[src/rtl/pwm_carrier_if.sv]
// Bundle of control inputs and carrier outputs for pwm_carrier_gen.
// Optional macro CARRIER_PHASE_SYNC_EN adds the phase sync line.
interface pwm_carrier_if #(
    parameter int CNT_W = 16,
    parameter int DIV_W = 8
);
    logic             en;
    logic             mode;
    logic [DIV_W-1:0] divider;
    logic [CNT_W-1:0] max_val;
    logic [CNT_W-1:0] carrier;
    logic             dir_up;
    logic             evt_peak;
    logic             evt_valley;

`ifdef CARRIER_PHASE_SYNC_EN
    logic             sync;

    modport master (
        output en, mode, divider, max_val, sync,
        input  carrier, dir_up, evt_peak, evt_valley
    );
    modport slave (
        input  en, mode, divider, max_val, sync,
        output carrier, dir_up, evt_peak, evt_valley
    );
`else
    modport master (
        output en, mode, divider, max_val,
        input  carrier, dir_up, evt_peak, evt_valley
    );
    modport slave (
        input  en, mode, divider, max_val,
        output carrier, dir_up, evt_peak, evt_valley
    );
`endif
endinterface

[src/rtl/pwm_carrier_gen.sv]
// Triangle/sawtooth PWM carrier with prescaler and valley-synchronous reload.
// Optional macro CARRIER_PHASE_SYNC_EN enables the external phase sync input.
module pwm_carrier_gen #(
    parameter int CNT_W = 16,
    parameter int DIV_W = 8
) (
    input  logic          clk,
    input  logic          rst,
    pwm_carrier_if.slave  bus
);
    localparam logic [CNT_W-1:0] CNT_ZERO = {CNT_W{1'b0}};
    localparam logic [CNT_W-1:0] CNT_ONE  = {{(CNT_W-1){1'b0}}, 1'b1};
    localparam logic [DIV_W-1:0] DIV_ZERO = {DIV_W{1'b0}};
    localparam logic [DIV_W-1:0] DIV_ONE  = {{(DIV_W-1){1'b0}}, 1'b1};

    logic [DIV_W-1:0] div_count_r;
    logic [DIV_W-1:0] div_act_r;
    logic [CNT_W-1:0] max_act_r;
    logic             mode_act_r;
    logic [CNT_W-1:0] count_r;
    logic             dir_up_r;
    logic             evt_peak_r;
    logic             evt_valley_r;

    logic             tick_s;
    logic             sync_s;
    logic             load_s;
    logic [CNT_W-1:0] max_s;
    logic             mode_s;
    logic             rising_s;
    logic [CNT_W-1:0] count_nxt_s;
    logic             dir_nxt_s;
    logic [DIV_W-1:0] div_count_nxt_s;
    logic             peak_nxt_s;
    logic             valley_nxt_s;

`ifdef CARRIER_PHASE_SYNC_EN
    assign sync_s = bus.sync;
`else
    assign sync_s = 1'b0;
`endif

    // Next-state of prescaler, carrier and direction for one enabled clock
    always_comb begin
        tick_s          = (div_count_r == div_act_r);
        load_s          = sync_s || (tick_s && (count_r == CNT_ZERO));
        max_s           = load_s ? bus.max_val : max_act_r;
        mode_s          = load_s ? bus.mode    : mode_act_r;
        rising_s        = load_s ? 1'b1        : dir_up_r;
        count_nxt_s     = count_r;
        dir_nxt_s       = dir_up_r;
        div_count_nxt_s = div_count_r + DIV_ONE;

        if (sync_s || tick_s) begin
            div_count_nxt_s = DIV_ZERO;
        end else begin
            div_count_nxt_s = div_count_r + DIV_ONE;
        end

        if (sync_s) begin
            count_nxt_s = CNT_ZERO;
            dir_nxt_s   = 1'b1;
        end else if (!tick_s) begin
            count_nxt_s = count_r;
            dir_nxt_s   = dir_up_r;
        end else if (max_s == CNT_ZERO) begin
            count_nxt_s = CNT_ZERO;
            dir_nxt_s   = 1'b1;
        end else if (mode_s) begin
            // Sawtooth: wrap straight back to zero after the peak
            count_nxt_s = (count_r >= max_s) ? CNT_ZERO : (count_r + CNT_ONE);
            dir_nxt_s   = 1'b1;
        end else if (rising_s) begin
            if (count_r >= (max_s - CNT_ONE)) begin
                count_nxt_s = max_s;
                dir_nxt_s   = 1'b0;
            end else begin
                count_nxt_s = count_r + CNT_ONE;
                dir_nxt_s   = 1'b1;
            end
        end else begin
            if (count_r <= CNT_ONE) begin
                count_nxt_s = CNT_ZERO;
                dir_nxt_s   = 1'b1;
            end else begin
                count_nxt_s = count_r - CNT_ONE;
                dir_nxt_s   = 1'b0;
            end
        end

        // Events fire only on the clock the carrier actually moves onto the extreme
        peak_nxt_s   = (count_nxt_s != count_r) && (count_nxt_s == max_s) && (max_s != CNT_ZERO);
        valley_nxt_s = (count_nxt_s != count_r) && (count_nxt_s == CNT_ZERO);
    end

    // State registers; en low freezes everything and silences events
    always_ff @(posedge clk or posedge rst) begin
        if (rst) begin
            div_count_r  <= DIV_ZERO;
            div_act_r    <= DIV_ZERO;
            max_act_r    <= CNT_ZERO;
            mode_act_r   <= 1'b0;
            count_r      <= CNT_ZERO;
            dir_up_r     <= 1'b1;
            evt_peak_r   <= 1'b0;
            evt_valley_r <= 1'b0;
        end else if (bus.en) begin
            div_count_r  <= div_count_nxt_s;
            count_r      <= count_nxt_s;
            dir_up_r     <= dir_nxt_s;
            evt_peak_r   <= peak_nxt_s;
            evt_valley_r <= valley_nxt_s;
            if (load_s) begin
                div_act_r  <= bus.divider;
                max_act_r  <= bus.max_val;
                mode_act_r <= bus.mode;
            end else begin
                div_act_r  <= div_act_r;
                max_act_r  <= max_act_r;
                mode_act_r <= mode_act_r;
            end
        end else begin
            evt_peak_r   <= 1'b0;
            evt_valley_r <= 1'b0;
        end
    end

    assign bus.carrier    = count_r;
    assign bus.dir_up     = dir_up_r;
    assign bus.evt_peak   = evt_peak_r;
    assign bus.evt_valley = evt_valley_r;
endmodule

[src/flat_wrapper.sv]
// flat-port wrapper written by rule: the top's interface ports become plain ports
module pwm_carrier_gen_flat 
#(
    parameter int CNT_W = 16,
    parameter int DIV_W = 8
)
  (clk, rst, bus_en, bus_mode, bus_divider, bus_max_val, bus_carrier, bus_dir_up, bus_evt_peak, bus_evt_valley);
  pwm_carrier_if #(.CNT_W(CNT_W), .DIV_W(DIV_W)) bus_i ();
  input  logic clk;
  input  logic rst;
  input wire logic [$bits(bus_i.en)-1:0] bus_en;
  input wire logic [$bits(bus_i.mode)-1:0] bus_mode;
  input wire logic [$bits(bus_i.divider)-1:0] bus_divider;
  input wire logic [$bits(bus_i.max_val)-1:0] bus_max_val;
  output wire logic [$bits(bus_i.carrier)-1:0] bus_carrier;
  output wire logic [$bits(bus_i.dir_up)-1:0] bus_dir_up;
  output wire logic [$bits(bus_i.evt_peak)-1:0] bus_evt_peak;
  output wire logic [$bits(bus_i.evt_valley)-1:0] bus_evt_valley;
  assign bus_i.en = bus_en;
  assign bus_i.mode = bus_mode;
  assign bus_i.divider = bus_divider;
  assign bus_i.max_val = bus_max_val;
  assign bus_carrier = bus_i.carrier;
  assign bus_dir_up = bus_i.dir_up;
  assign bus_evt_peak = bus_i.evt_peak;
  assign bus_evt_valley = bus_i.evt_valley;
  pwm_carrier_gen #(.CNT_W(CNT_W), .DIV_W(DIV_W)) u_core (.clk(clk), .rst(rst), .bus(bus_i));
endmodule
[config.mk]
export PLATFORM = sky130hd
export DESIGN_NAME = pwm_carrier_gen_flat
export DESIGN_NICKNAME = d
export VERILOG_FILES = /design/src/rtl/pwm_carrier_if.sv /design/src/rtl/pwm_carrier_gen.sv /design/src/flat_wrapper.sv
export SDC_FILE = /design/constraint.sdc
export NUM_CORES = 1
export LEC_CHECK = 0
export CELL_PAD_IN_SITES_DETAIL_PLACEMENT = 0
export CELL_PAD_IN_SITES_GLOBAL_PLACEMENT = 1
export CORE_MARGIN = 5
export CORE_UTILIZATION = 45
export CTS_CLUSTER_DIAMETER = 100
export DETAILED_ROUTE_END_ITERATION = 7
export PLACE_DENSITY_LB_ADDON = 0.1
export SETUP_SLACK_MARGIN = 0.4
export SLEW_MARGIN = 20
export SYNTH_ARGS = -nofsm -noshare
export SYNTH_HDL_FRONTEND = slang
export SYNTH_SLANG_ARGS = --single-unit
[constraint.sdc]
create_clock -name clk -period 7.94 [get_ports clk]
set_input_delay 1.588 -clock clk [delete_from_list [all_inputs] [get_ports clk]]
set_output_delay 1.588 -clock clk [all_outputs]
set_load 0.1 [all_outputs]
== Word level (Yosys, flattened, before mapping) ==
Cells that the tools add are included.

* Add/sub/neg operators: 4
* Muxes and demuxes: 18
* $lt $le $gt $ge: 3
* Reductions and logical operators: 10
* Eq/ne operators: 3

{| class="wikitable"
|+ Operators by type and width
! kind !! count
|-
| $mux W16 || 8
|-
| $logic_not A16 Y1 || 3
|-
| $ge A16 B16 Y1 || 2
|-
| $sub A16 B1 Y16 const B || 2
|-
| $add A16 B1 Y16 const B || 1
|-
| $eq A16 B16 Y1 || 1
|-
| $le A16 B1 Y1 const B || 1
|-
| $ne A16 B16 Y1 || 1
|-
| $reduce_bool A16 Y1 || 1
|-
| $mux W1 || 9
|-
| $add A8 B1 Y8 const B || 1
|-
| $eq A8 B8 Y1 || 1
|-
| $mux W8 || 1
|-
| $logic_and A1 B1 Y1 || 4
|-
| $reduce_and A2 Y1 || 2
|}

* Logic and storage cells: 46
* Output and inout bits: 19
* Flip-flop bits (word level): 52
* Input port bits: 28

== Longest topological paths before layout ==
Gate-level depths: netlist of the first run.

* Word-level depth: 14
* Mapped depth: 29

== Worst setup path after synthesis of the first run ==
Ideal clock, no wire load.

* Kind: register -> register
* Start point: register u_core.count_r[10] (netlist: u_core.bus.carrier[10])
* End point: register u_core.evt_peak_r (netlist: u_core.bus.evt_peak)
* Slack: 0.760 ns
* Buffers on the path: 4
* Data arrival time: 7.058 ns
* Cell stages (with the launch flop): 28
* Required time: 7.818 ns
* Cells stage by stage: dfrtp_1 buf_6 or4_4 nor4_4 nand3_4 nor2_4 buf_2 mux2i_1 ha_1 nand4b_1 or2_2 o21ai_0 xnor2_1 ha_1 a41oi_1 o21ai_0 a211oi_1 a211o_1 clkbuf_1 nand2_1 clkbuf_1 or3_1 a21oi_1 o21ai_0 xnor2_1 a211oi_1 o2111ai_1 a2111oi_1

* Cells in the longest elaborated chain, start to end: 14
* Elaborated cells between the ends (all ways): 25
* Those cells by class: add/sub (3); order compare (3); eq/ne (2); mux (11); reduce/logical (6)

{| class="wikitable"
|+ RTL lines
! item !! RTL line !! text
|-
| from (decl) || pwm_carrier_gen.sv:20 || <nowiki>logic [CNT_W-1:0] count_r;</nowiki>
|-
| from (signal assigned) || pwm_carrier_gen.sv:109 || <nowiki>count_r <= count_nxt_s;</nowiki>
|-
| $logic_not A16 Y1 || pwm_carrier_gen.sv:46 || <nowiki>load_s = sync_s || (tick_s && (count_r == CNT_ZERO));</nowiki>
|-
| $logic_and A1 B1 Y1 || pwm_carrier_gen.sv:46 ||
|-
| $mux W16 || pwm_carrier_gen.sv:47 || <nowiki>max_s = load_s ? bus.max_val : max_act_r;</nowiki>
|-
| $sub A16 B1 Y16 || pwm_carrier_gen.sv:74 || <nowiki>if (count_r >= (max_s - CNT_ONE)) begin</nowiki>
|-
| $ge A16 B16 Y1 || pwm_carrier_gen.sv:74 ||
|-
| $mux W16 || pwm_carrier_gen.sv:74 ||
|-
| $mux W16 || pwm_carrier_gen.sv:73 || <nowiki>end else if (rising_s) begin</nowiki>
|-
| $mux W16 || pwm_carrier_gen.sv:69 || <nowiki>end else if (mode_s) begin</nowiki>
|-
| $mux W16 || pwm_carrier_gen.sv:66 || <nowiki>end else if (max_s == CNT_ZERO) begin</nowiki>
|-
| $mux W16 || pwm_carrier_gen.sv:63 || <nowiki>end else if (!tick_s) begin</nowiki>
|-
| $ne A16 B16 Y1 / $eq A16 B16 Y1 (equally long branches) || pwm_carrier_gen.sv:92 || <nowiki>peak_nxt_s = (count_nxt_s != count_r) && (count_nxt_s == max_s) && (max_s != CNT_ZERO);</nowiki>
|-
| $logic_and A1 B1 Y1 || pwm_carrier_gen.sv:92 ||
|-
| $logic_and A1 B1 Y1 * || pwm_carrier_gen.sv:92 ||
|-
| $mux W1 * || pwm_carrier_gen.sv:107 || <nowiki>end else if (bus.en) begin</nowiki>
|-
| to (signal assigned) || pwm_carrier_gen.sv:111 || <nowiki>evt_peak_r <= peak_nxt_s;</nowiki>
|-
| to (decl) || pwm_carrier_gen.sv:22 || <nowiki>logic evt_peak_r;</nowiki>
|}

Every way passes the cells marked *; elsewhere a longest branch is shown, timed or not.
A chain may end at the register's enable or synchronous reset.

== Final worst setup path of the first run ==
* Start point: register u_core.count_r[5] (netlist: u_core.bus.carrier[5])
* End point: register u_core.evt_peak_r (netlist: u_core.bus.evt_peak)

The elaborated chain is that of the path after synthesis.

==> Implementation_results.wiki, run 1 <==
{| class="wikitable"
! Metric !! Value
|-
| Number of buffers created by CTS || 5
|-
| Cell taking the most area after synthesis || sky130_fd_sc_hd__dfrtp_1
|-
| Status || completed
|-
| Number of H-tree branching levels || 2
|-
| Worst reg2reg startpoint || u_core.bus.carrier[5]
|-
| Part of the cycle the worst path needs || 90.9%
|-
| Initial core utilization || 45.5%
|-
| Share of layout cells above drive strength 1 || 13.6%
|-
| Worst-case register-to-register setup slack || 0.72 ns
|-
| Final setup viols || 0
|-
| Maximum number of pins on one net before global-route repair || 53
|-
| Std-Cell Core Area || 0.0138 mm^2
|-
| Total Nets Final || 912
|-
| Clock slew seen by the registers of the worst setup and hold paths || 0.08 ns
|-
| End point of the critical path || u_core.bus.evt_peak
|-
| Number of antenna violations at the first check in global routing || 0
|-
| Data arrival time of the critical path || 7.40 ns
|-
| Chip Width || 128 um
|-
| Routed length per placed instance || 27.7 um
|-
| Cell at the root of the clock tree || sky130_fd_sc_hd__clkbuf_16
|-
| Number of top-level design ports || 47
|-
| Total placed instance area || 0.00704 mm^2
|-
| Fillers || 1361
|-
| Fraction of synthesis flops using an asynchronous set or reset pin || 100%
|-
| Maximum fanout along the worst path || 17
|-
| Vias in the first global route || between 6000 and 7000
|-
| DRC violations left || 0
|-
| Seq cells post-synth || 52
|-
| Synthesized cell area || 0.00627 mm^2
|-
| Layout overhead on the synthesized area || 15.4%
|-
| Area used by sequential logic in the layout || 0.00130 mm^2
|-
| Worst max-slew margin expressed relative to the limit || 28.5%
|-
| Capture point of the worst reg-to-reg path || u_core.bus.evt_peak
|-
| Cell with the most instances after synthesis || sky130_fd_sc_hd__nand2_1
|-
| Critical Path Start Type || flip-flop
|-
| GRT overflow || 0
|-
| Worst Setup Path Type || flip-flop to flip-flop
|-
| Clock tree from TritonCTS || done
|-
| Total nets after synthesis || 868
|-
| Setup TNS || 0 ns
|-
| Worst-case clock skew || roughly 0.0071 ns
|-
| Number of placement rows || 43
|-
| CP max stage cell || sky130_fd_sc_hd__or4_1
|-
| Worst stage delay on the critical path || 0.70 ns
|-
| Drt total wl || 28600 um
|-
| Number of hold violations in the final report || 0
|-
| Count of TritonRoute iterations in the first routing pass || 6
|-
| Die Span Y || roughly 130 um
|-
| Minimum hold slack || between 0.5 and 0.6 ns
|-
| Max-slew violations || 0
|-
| Setup repair after global routing missed its margin || no
|-
| Top achievable clock speed || between 100 and 150 MHz
|-
| FF-to-FF path depth || 26
|-
| Least-Margin Pin Slew || approximately 1.1 ns
|-
| Violation count after the first detailed-routing iteration || 1186
|-
| Final Instance Area || between 0.007 and 0.008 mm^2
|-
| CP startpoint || u_core.bus.carrier[5]
|-
| Count of distinct cell types in the synthesized netlist || 81
|-
| Drt via density || 6.99
|-
| Class of the most critical hold timing path || flip-flop to flip-flop
|-
| Synth cell count leaders || 72 x sky130_fd_sc_hd__nand2_1, 65 x sky130_fd_sc_hd__nor2_1, 56 x sky130_fd_sc_hd__o21ai_0
|-
| Number of buffers on the longest clock path || 2
|-
| Global router's overall resource usage || approximately 34%
|-
| Endpoint class of the critical path || flip-flop
|-
| Area share of the largest cell type after synthesis || 20.4%
|-
| Final weighted congestion in routability-driven placement || 1.08
|-
| Die area || 0.0164 mm^2
|-
| Number of nets with antenna violations after detailed routing || 0
|-
| Area of the multi-input gates || about 0.0047 mm^2
|-
| Wire length of the first global-routing pass || 42500 um
|-
| Number of buffers and inverters on the critical path || 2
|-
| Count of buffers inserted at the top-level ports || 46
|-
| Final critical path time including I/O delays and setup || 7.22 ns
|-
| Family with the most delay on the worst path || compound AO/OA/AOI/OAI gates
|-
| Predominant post-synthesis flop cell || sky130_fd_sc_hd__dfrtp_1
|-
| Clk_lat worst skew || approximately 0.31 ns
|-
| Synthesized area divided by synthesized cell count || 7.76 um^2
|-
| Synthesized netlist cell count || 808
|-
| Required time worst endpoint || 8.12 ns
|-
| Sequential element share of the synthesized area || 20.8%
|-
| Total number of clock tree sinks || 52
|-
| Total via count in the routed design || just over 7000
|-
| Number of max-cap violations || 0
|-
| Depth of the critical timing path with buffers and inverters included || 26
|-
| Top cells by area, synth || sky130_fd_sc_hd__dfrtp_1 20%, sky130_fd_sc_hd__ha_1 6.4%, sky130_fd_sc_hd__mux2_2 4.7%, sky130_fd_sc_hd__xnor2_1 4.6%, sky130_fd_sc_hd__xor2_1 4.6%
|-
| ANT cells || 0
|-
| Half-perimeter wire length after placement || 21300 um
|-
| Synthesis Warnings || 0
|-
| Count of flip-flops with a built-in enable after synthesis || 0
|}
==> repair_timing <==
| item | in CTS | in global routing |
|---|---|---|
| hold endpoints to repair | 0 | 0 |
| setup endpoints to repair | 0 | 2 |
| gates resized for setup | 0 | 8 |
| hold buffers | 0 | 0 |
| buffers inserted | 0 | 2 |
==> final cells by class <==
cell class / count / area share, %
Clock buffer: 6 / 1.78
Multi-Input combinational cell: 681 / 64.7
Clock inverter: 2 / 0.242
Timing Repair Buffer: 91 / 11.0
Tap cell: 180 / 3.11
Inverter: 21 / 1.09
Sequential cell: 52 / 18.0
==> worst min-delay path by stage <==
stage | cells after the start | to | slack [ns] | from
5_1_grt | 1 | u_core.max_act_r[0] | 0.53 | u_core.max_act_r[0]
3_5_place_dp | 1 | u_core.max_act_r[0] | 0.50 | u_core.max_act_r[0]
3_3_place_gp | 1 | u_core.max_act_r[0] | 0.49 | u_core.max_act_r[0]
4_1_cts | 1 | u_core.max_act_r[0] | 0.52 | u_core.max_act_r[0]
2_1_floorplan | 1 | u_core.max_act_r[1] | 0.47 | u_core.max_act_r[1]
6_report | 1 | u_core.max_act_r[0] | 0.52 | u_core.max_act_r[0]
==> state kept, by name, indices dropped and copies added, names as in the netlist <==
signal and count:
u_core.div_act_r 8, u_core.bus.carrier 16, u_core.bus.dir_up 1, u_core.mode_act_r 1, u_core.div_count_r 8, u_core.max_act_r 16, u_core.bus.evt_peak 1, u_core.bus.evt_valley 1
==> layout by cell type (no fill, tap or decap), types with 6 or more instances in the layout <==
| cell | n |
|---|---|
| sky130_fd_sc_hd__nor4_1 | 13 |
| sky130_fd_sc_hd__nand4_1 | 11 |
| sky130_fd_sc_hd__inv_1 | 20 |
| sky130_fd_sc_hd__o22ai_1 | 11 |
| sky130_fd_sc_hd__or4_1 | 6 |
| sky130_fd_sc_hd__a211oi_1 | 9 |
| sky130_fd_sc_hd__a21oi_1 | 38 |
| sky130_fd_sc_hd__a31oi_1 | 22 |
| sky130_fd_sc_hd__nand3_1 | 38 |
| sky130_fd_sc_hd__mux2_2 | 26 |
| sky130_fd_sc_hd__dfrtp_1 | 51 |
| sky130_fd_sc_hd__o21ai_0 | 55 |
| sky130_fd_sc_hd__or3_1 | 17 |
| sky130_fd_sc_hd__nand2_1 | 71 |
| sky130_fd_sc_hd__a21o_1 | 8 |
| sky130_fd_sc_hd__a311oi_1 | 6 |
| sky130_fd_sc_hd__ha_1 | 32 |
| sky130_fd_sc_hd__mux2i_1 | 7 |
| sky130_fd_sc_hd__o21a_1 | 7 |
| sky130_fd_sc_hd__and2_1 | 11 |
| sky130_fd_sc_hd__o31ai_1 | 9 |
| sky130_fd_sc_hd__and3_1 | 8 |
| sky130_fd_sc_hd__clkdlybuf4s50_1 | 46 |
| sky130_fd_sc_hd__o211ai_1 | 20 |
| sky130_fd_sc_hd__nor2_1 | 64 |
| sky130_fd_sc_hd__buf_4 | 45 |
| sky130_fd_sc_hd__xnor2_1 | 33 |
| sky130_fd_sc_hd__or2_2 | 7 |
| sky130_fd_sc_hd__nor3_1 | 19 |
| sky130_fd_sc_hd__xor2_1 | 33 |
==> logic make-up (layout without fill, tap and decap cells) <==
logic type	after synthesis	after routing	synth area share, %
AND/OR/NAND/NOR	294	294	24.1
AO/OA/AOI/OAI	255	255	28.4
buffers and inverters	75	120	5.21
XOR/XNOR	66	66	9.22
flip-flops	52	52	20.8
adder cells (fa/ha/maj)	33	33	6.55
multiplexers	33	33	5.79
==> worst reg2reg max path, stage by stage (launching register included) <==
cell and delay (ns):
sky130_fd_sc_hd__dfrtp_1 0.39, sky130_fd_sc_hd__or4_1 0.70, sky130_fd_sc_hd__nor3_4 0.26, sky130_fd_sc_hd__nand3_4 0.26, sky130_fd_sc_hd__nor2_4 0.17, sky130_fd_sc_hd__mux2i_1 0.34
sky130_fd_sc_hd__buf_4 0.24, sky130_fd_sc_hd__and3_1 0.20, sky130_fd_sc_hd__nand2_1 0.12, sky130_fd_sc_hd__a21oi_1 0.26, sky130_fd_sc_hd__nand3_1 0.22, sky130_fd_sc_hd__nor2_1 0.17
sky130_fd_sc_hd__xor2_1 0.17, sky130_fd_sc_hd__ha_1 0.28, sky130_fd_sc_hd__a41oi_1 0.21, sky130_fd_sc_hd__o21ai_0 0.16, sky130_fd_sc_hd__a211oi_1 0.37, sky130_fd_sc_hd__a211o_1 0.36
sky130_fd_sc_hd__nand2_1 0.11, sky130_fd_sc_hd__buf_4 0.20, sky130_fd_sc_hd__a31oi_1 0.29, sky130_fd_sc_hd__o21ai_0 0.15, sky130_fd_sc_hd__a22oi_1 0.60, sky130_fd_sc_hd__a22oi_1 0.15
sky130_fd_sc_hd__nand3_1 0.17, sky130_fd_sc_hd__o41ai_2 0.12, sky130_fd_sc_hd__a2111oi_1 0.42
==> metrics by stage <==
stage,std cells,setup WS (ns),utilization (%)
floorplan,808,0.760,-
global placement,1023,0.541,51.1
detailed placement,1023,0.583,51.1
CTS,1031,0.532,52.1
global route,1033,0.401,52.5
finish,1033,0.720,52.5
==> routing by layer <==
metal / vias up / track usage [%] / wire (um)
met2: 544 / 52.2 / 12300
li1: 3145 / - / -
met1: 3406 / 45.2 / 11200
met5: - / 0 / 0
met4: 0 / 19.3 / 1900
met3: 126 / 7.25 / 3100
Power of run 1 is not shown: default switching activity piles up to over one toggle a cycle in this logic, so the estimate is an artifact.
==> inputs of run 2 (changes only) <==
CORE_UTILIZATION = 46   (was 45)
CTS_BUF_LIST = sky130_fd_sc_hd__clkbuf_4 sky130_fd_sc_hd__clkbuf_8   (was default)
==> run 2 against run 1 <==
Compared with the run above: first-iteration DRC count fell by 4.6%; global-route usage rose by 0.80 points; worst hold slack better by 0.0055 ns; via count increased by 0.89%; sequential share of layout area increased by 0.27 points; final cell count shrank 0.87%; clock skew is 0.014 ns higher; critical path type unchanged; critical endpoint unchanged; largest cell class unchanged; highest routed layer unchanged.
==> Implementation_results.wiki, run 2 (synthesis results as in run 1) <==
{| class="wikitable"
! Metric !! Value
|-
| Least-Margin Pin Slew || 1.07 ns
|-
| Total via count in the routed design || 7285
|-
| Violation count after the first detailed-routing iteration || 1132
|-
| Clock tree from TritonCTS || done
|-
| Total placed instance area || between 0.006 and 0.007 mm^2
|-
| Leading cell types in the layout, fill and taps excluded || 72 x sky130_fd_sc_hd__nand2_1, 63 x sky130_fd_sc_hd__nor2_1, 54 x sky130_fd_sc_hd__o21ai_0, 51 x sky130_fd_sc_hd__dfrtp_1, 46 x sky130_fd_sc_hd__clkdlybuf4s50_1
|-
| Drt total wl || 28400 um
|-
| Worst reg2reg startpoint || u_core.div_count_r[2]
|-
| FF-to-FF path depth || 25
|-
| Number of H-tree branching levels || 2
|-
| Count of TritonRoute iterations in the first routing pass || 7
|-
| Die area || 0.0161 mm^2
|-
| Number of buffers created by CTS || 5
|-
| Max-slew violations || 0
|-
| Chip Width || 127 um
|-
| CP max stage cell || sky130_fd_sc_hd__nor4_1
|-
| Number of hold violations in the final report || 0
|-
| Terminating pin of the worst hold path || u_core.max_act_r[0]
|-
| Critical Path Start Type || flip-flop
|-
| Total number of clock tree sinks || 52
|-
| Setup repair after global routing missed its margin || no
|-
| Number of buffers on the longest clock path || 2
|-
| Wire length of the first global-routing pass || 43800 um
|-
| Drt via density || 7.11
|-
| Area used by sequential logic in the layout || 0.00130 mm^2
|-
| Number of antenna violations at the first check in global routing || 0
|-
| Part of the cycle the worst path needs || 89.5%
|-
| ANT cells || 0
|-
| Layout overhead on the synthesized area || 13.7%
|-
| Final weighted congestion in routability-driven placement || 1.11
|-
| Die Span Y || 127 um
|-
| Worst Setup Path Type || flip-flop to flip-flop
|-
| Routed length per placed instance || 27.8 um
|-
| Number of placement rows || 42
|-
| Worst Hold Depth || 1
|-
| Clk_lat worst skew || 0.36 ns
|-
| Top achievable clock speed || approximately 140 MHz
|-
| Number of nets with antenna violations after detailed routing || 0
|-
| Vias in the first global route || 7274
|-
| Total Nets Final || 907
|-
| Capture point of the worst reg-to-reg path || u_core.bus.evt_peak
|-
| Final critical path time including I/O delays and setup || 7.11 ns
|-
| GRT overflow || 0
|-
| Initial core utilization || 47.1%
|-
| Global router's overall resource usage || 35.1%
|-
| Area of the multi-input gates || 0.00467 mm^2
|-
| Worst Hold Launch || u_core.max_act_r[0]
|-
| Fillers || about 1300
|-
| Half-perimeter wire length after placement || 21000 um
|-
| Required time worst endpoint || 8.18 ns
|-
| Worst stage delay on the critical path || about 0.7 ns
|-
| Endpoint class of the critical path || flip-flop
|-
| Most common cell after layout, fill and taps aside || sky130_fd_sc_hd__nand2_1
|-
| Count of buffers inserted at the top-level ports || between 40 and 50
|-
| Number of buffers added to fix hold violations after cts || 0
|-
| Minimum hold slack || 0.525 ns
|-
| Number of max-cap violations || 0
|-
| Maximum number of pins on one net before global-route repair || 53
|-
| Worst-case register-to-register setup slack || 0.83 ns
|-
| Worst-case clock skew || 0.0208 ns
|-
| Status || completed
|-
| Maximum fanout along the worst path || 10
|-
| Number of top-level design ports || 47
|-
| Final Instance Area || 0.00713 mm^2
|-
| Std-Cell Core Area || 0.0133 mm^2
|-
| Worst max-slew margin expressed relative to the limit || 28.7%
|-
| DRC violations left || 0
|-
| Final setup viols || 0
|-
| Cell at the root of the clock tree || sky130_fd_sc_hd__clkbuf_8
|-
| Class of the most critical hold timing path || flip-flop to flip-flop
|-
| Data arrival time of the critical path || 7.35 ns
|-
| Share of layout cells above drive strength 1 || 13.1%
|-
| Clock slew seen by the registers of the worst setup and hold paths || 0.13 ns
|-
| Setup TNS || 0 ns
|}
[run 2: critical path: cells and delay by family, from the launching register on]
| kind | cells | cell delay, ns |
|---|---|---|
| compound gates | 12 | 2.82 |
| simple gates | 6 | 2.03 |
| fa+ha+maj | 2 | 0.60 |
| flops | 1 | 0.45 |
| buf+inv | 2 | 0.39 |
| mux | 1 | 0.37 |
| xor+xnor | 2 | 0.34 |
[run 2: timing repair]
item,4_1_cts,5_1_grt
buffers inserted,2,3
gates resized for setup,0,9
pin swaps,1,2
cloned,0,0
endpoints found under the setup margin,1,2
[run 2: worst max-delay path by stage]
stage	from	to	slack (ns)	depth (start not counted)
final	u_core.div_count_r[2]	u_core.bus.evt_peak	0.83	25
after global routing	u_core.div_count_r[2]	u_core.bus.evt_peak	0.47	24
after CTS	u_core.bus.carrier[10]	u_core.bus.evt_peak	0.46	23
after detailed placement	u_core.bus.carrier[4]	u_core.bus.evt_peak	0.46	23
after global placement	u_core.bus.carrier[4]	u_core.bus.evt_peak	0.57	23
after floorplan	u_core.bus.carrier[10]	u_core.bus.evt_peak	0.76	27
[run 2: cell type report]
class	instances	area share (%)
multi-input cells	681	65.6
flip-flops and latches	52	18.3
repair buffers	86	10.7
well taps	176	3.09
clock buffers	7	1.18
inverters	21	1.11
clock inverters	1	0.123
[run 2: metal layers]
| layer | GRT usage [%] | wire length (um) | up-vias |
|---|---|---|---|
| li1 | - | - | 3134 |
| met1 | 45.6 | 11200 | 3481 |
| met2 | 52.6 | 12300 | 530 |
| met3 | 7.31 | 2950 | 140 |
| met4 | 23.0 | 1950 | 0 |
| met5 | 0 | 0 | - |
[run 2: per-stage QoR]
step                setup WS, ns  util [%]  std cells
global placement           0.571      52.4       1011
floorplan                  0.760         -        808
CTS                        0.461      53.2       1021
global route               0.473      53.6       1024
detailed placement         0.458      52.4       1011
finish                     0.835      53.6       1024
Power of run 2 is left out for the same reason.
==> inputs of run 3 (changes only) <==
CORE_ASPECT_RATIO = 2   (was default)
==> run 3 against run 2 <==
Compared with the run above: highest routed layer is now met5; critical endpoint is now u_core.bus.evt_valley; design area up 2.7%; register-to-register slack worse by 0.07 ns; fmax down 0.97%.
==> Implementation_results.wiki, run 3 (synthesis results as in run 1) <==
{| class="wikitable"
! Metric !! Value
|-
| Die area || 0.0162 mm^2
|-
| Wire length of the first global-routing pass || 47800 um
|-
| Worst max-slew margin expressed relative to the limit || 34.0%
|-
| Drt total wl || approximately 32000 um
|-
| Total Nets Final || 925
|-
| Capture point of the worst reg-to-reg path || u_core.bus.evt_valley
|-
| Count of buffers inserted at the top-level ports || 46
|-
| Worst Hold Depth || 1
|-
| Maximum fanout along the worst path || 17
|-
| Number of top-level design ports || 47
|-
| GRT overflow || 0
|-
| Required time worst endpoint || 8.19 ns
|-
| Final weighted congestion in routability-driven placement || approximately 1.1
|-
| Total number of clock tree sinks || 52
|-
| Layout overhead on the synthesized area || 16.7%
|-
| Violation count after the first detailed-routing iteration || 928
|-
| Vias in the first global route || 7546
|-
| Critical Path Start Type || flip-flop
|-
| Cell at the root of the clock tree || sky130_fd_sc_hd__clkbuf_8
|-
| Half-perimeter wire length after placement || approximately 24000 um
|-
| Terminating pin of the worst hold path || u_core.max_act_r[1]
|-
| Endpoint class of the critical path || flip-flop
|-
| ANT cells || 0
|-
| DRC violations left || 0
|-
| Routed length per placed instance || 31.5 um
|-
| Clock slew seen by the registers of the worst setup and hold paths || between 0.1 and 0.15 ns
|-
| Worst Setup Path Type || flip-flop to flip-flop
|-
| Share of layout cells above drive strength 1 || 15.4%
|-
| Drt via density || 7.41
|-
| Worst-case clock skew || 0.0254 ns
|-
| Number of max-cap violations || 0
|-
| Most common cell after layout, fill and taps aside || sky130_fd_sc_hd__nand2_1
|-
| Routed met1 length || 10000 um
|-
| Final setup viols || 0
|-
| Worst-case register-to-register setup slack || 0.77 ns
|-
| Count of TritonRoute iterations in the first routing pass || 8
|-
| Number of buffers added to fix hold violations after cts || 0
|-
| Global router's overall resource usage || 40.0%
|-
| Std-Cell Core Area || approximately 0.013 mm^2
|-
| Top achievable clock speed || roughly 140 MHz
|-
| Class of the most critical hold timing path || flip-flop to flip-flop
|-
| Status || completed
|-
| Worst Hold Launch || u_core.max_act_r[1]
|-
| Highest metal layer with signal wires || met5
|-
| Setup repair after global routing missed its margin || no
|-
| Initial core utilization || 46.6%
|-
| Met3 wire len || 3030 um
|-
| Number of nets with antenna violations after detailed routing || 0
|-
| Final Instance Area || 0.00732 mm^2
|-
| Max-slew violations || 0
|-
| Clock tree from TritonCTS || done
|-
| Maximum number of pins on one net before global-route repair || between 50 and 60
|-
| Number of antenna violations at the first check in global routing || 1
|-
| Detailed route wirelength on metal2 || 15000 um
|-
| Total via count in the routed design || 7557
|-
| FF-to-FF path depth || 27
|-
| Clk_lat worst skew || 0.35 ns
|-
| Number of buffers on the longest clock path || 2
|-
| Number of H-tree branching levels || 2
|-
| Final critical path time including I/O delays and setup || 7.17 ns
|-
| Die Span Y || 175 um
|-
| Number of hold violations in the final report || 0
|-
| Number of placement rows || 60
|-
| Setup TNS || 0 ns
|-
| Least-Margin Pin Slew || 0.986 ns
|-
| Chip Width || 92.5 um
|-
| Part of the cycle the worst path needs || 90.4%
|-
| Worst reg2reg startpoint || u_core.bus.carrier[10]
|-
| Leading cell types in the layout, fill and taps excluded || 71 x sky130_fd_sc_hd__nand2_1, 64 x sky130_fd_sc_hd__nor2_1, 58 x sky130_fd_sc_hd__buf_4, 52 x sky130_fd_sc_hd__o21ai_0, 51 x sky130_fd_sc_hd__dfrtp_1
|-
| Total placed instance area || a little over 0.007 mm^2
|-
| Number of buffers created by CTS || 5
|-
| Data arrival time of the critical path || 7.43 ns
|}
## run 3: cell type report
cell class	instances	area, um^2
Sequential cell	52	1300
Clock buffer	5	68.8
Tap cell	155	194
Inverter	21	78.8
Timing Repair Buffer	104	896
Clock inverter	2	60.1
Fill cell	1304	6120
Multi-Input combinational cell	681	4720
## run 3: what timing repair did
item	4_1_cts	5_1_grt
setup endpoints to repair	1	2
setup buffers	2	0
gates resized for setup	0	14
pin swaps	1	0
## run 3: through the flow
step	setup WS, ns	util, %	std cells	hold slack (ns)
finish	0.765	54.4	1020	0.531
floorplan	0.760	-	808	0.474
detailed placement	0.446	52.8	1010	0.505
CTS	0.564	53.8	1019	0.530
global placement	0.633	52.8	1010	0.489
global route	0.418	54.4	1020	0.557
## run 3: worst max path at each step
stage                           startpoint                     to  slack [ns]  depth (start not counted)
floorplan           u_core.bus.carrier[10]    u_core.bus.evt_peak        0.76                         27
global placement            bus_max_val[2]    u_core.bus.evt_peak        0.63                         23
detailed placement  u_core.bus.carrier[10]    u_core.bus.evt_peak        0.45                         26
CTS                  u_core.div_count_r[2]    u_core.bus.evt_peak        0.56                         26
global route        u_core.bus.carrier[10]  u_core.bus.evt_valley        0.42                         27
finish              u_core.bus.carrier[10]  u_core.bus.evt_valley        0.77                         27
## run 3: worst max-delay path, cell delays in order, from the launching register on
cell                        delay, ns
sky130_fd_sc_hd__dfrtp_1         0.40
sky130_fd_sc_hd__or4_4           0.58
sky130_fd_sc_hd__nor4_4          0.28
sky130_fd_sc_hd__buf_4           0.21
sky130_fd_sc_hd__nand3_4         0.24
sky130_fd_sc_hd__nor2_4          0.19
sky130_fd_sc_hd__mux2i_2         0.27
sky130_fd_sc_hd__buf_4           0.21
sky130_fd_sc_hd__and3_1          0.20
sky130_fd_sc_hd__nand2_1         0.11
sky130_fd_sc_hd__a21oi_2         0.23
sky130_fd_sc_hd__nand3_1         0.23
sky130_fd_sc_hd__nor2_1          0.18
sky130_fd_sc_hd__xor2_1          0.17
sky130_fd_sc_hd__ha_1            0.29
sky130_fd_sc_hd__a41oi_1         0.26
sky130_fd_sc_hd__o21ai_1         0.16
sky130_fd_sc_hd__a211oi_2        0.32
sky130_fd_sc_hd__a211o_1         0.19
sky130_fd_sc_hd__buf_4           0.19
sky130_fd_sc_hd__a31oi_1         0.11
sky130_fd_sc_hd__a211oi_2        0.36
sky130_fd_sc_hd__nor2_1          0.16
sky130_fd_sc_hd__a31o_2          0.30
sky130_fd_sc_hd__o2bb2ai_1       0.23
sky130_fd_sc_hd__or4b_1          0.53
sky130_fd_sc_hd__nand4b_1        0.21
sky130_fd_sc_hd__a221oi_1        0.24
## run 3: metal layers
metal / vias to the layer above / global-route usage [%]
met4: 2 / 35.4
met1: 3563 / 41.7
met5: - / 0
met3: 255 / 7.58
li1: 3161 / -
met2: 576 / 66.9
Power of run 3 is left out for the same reason.
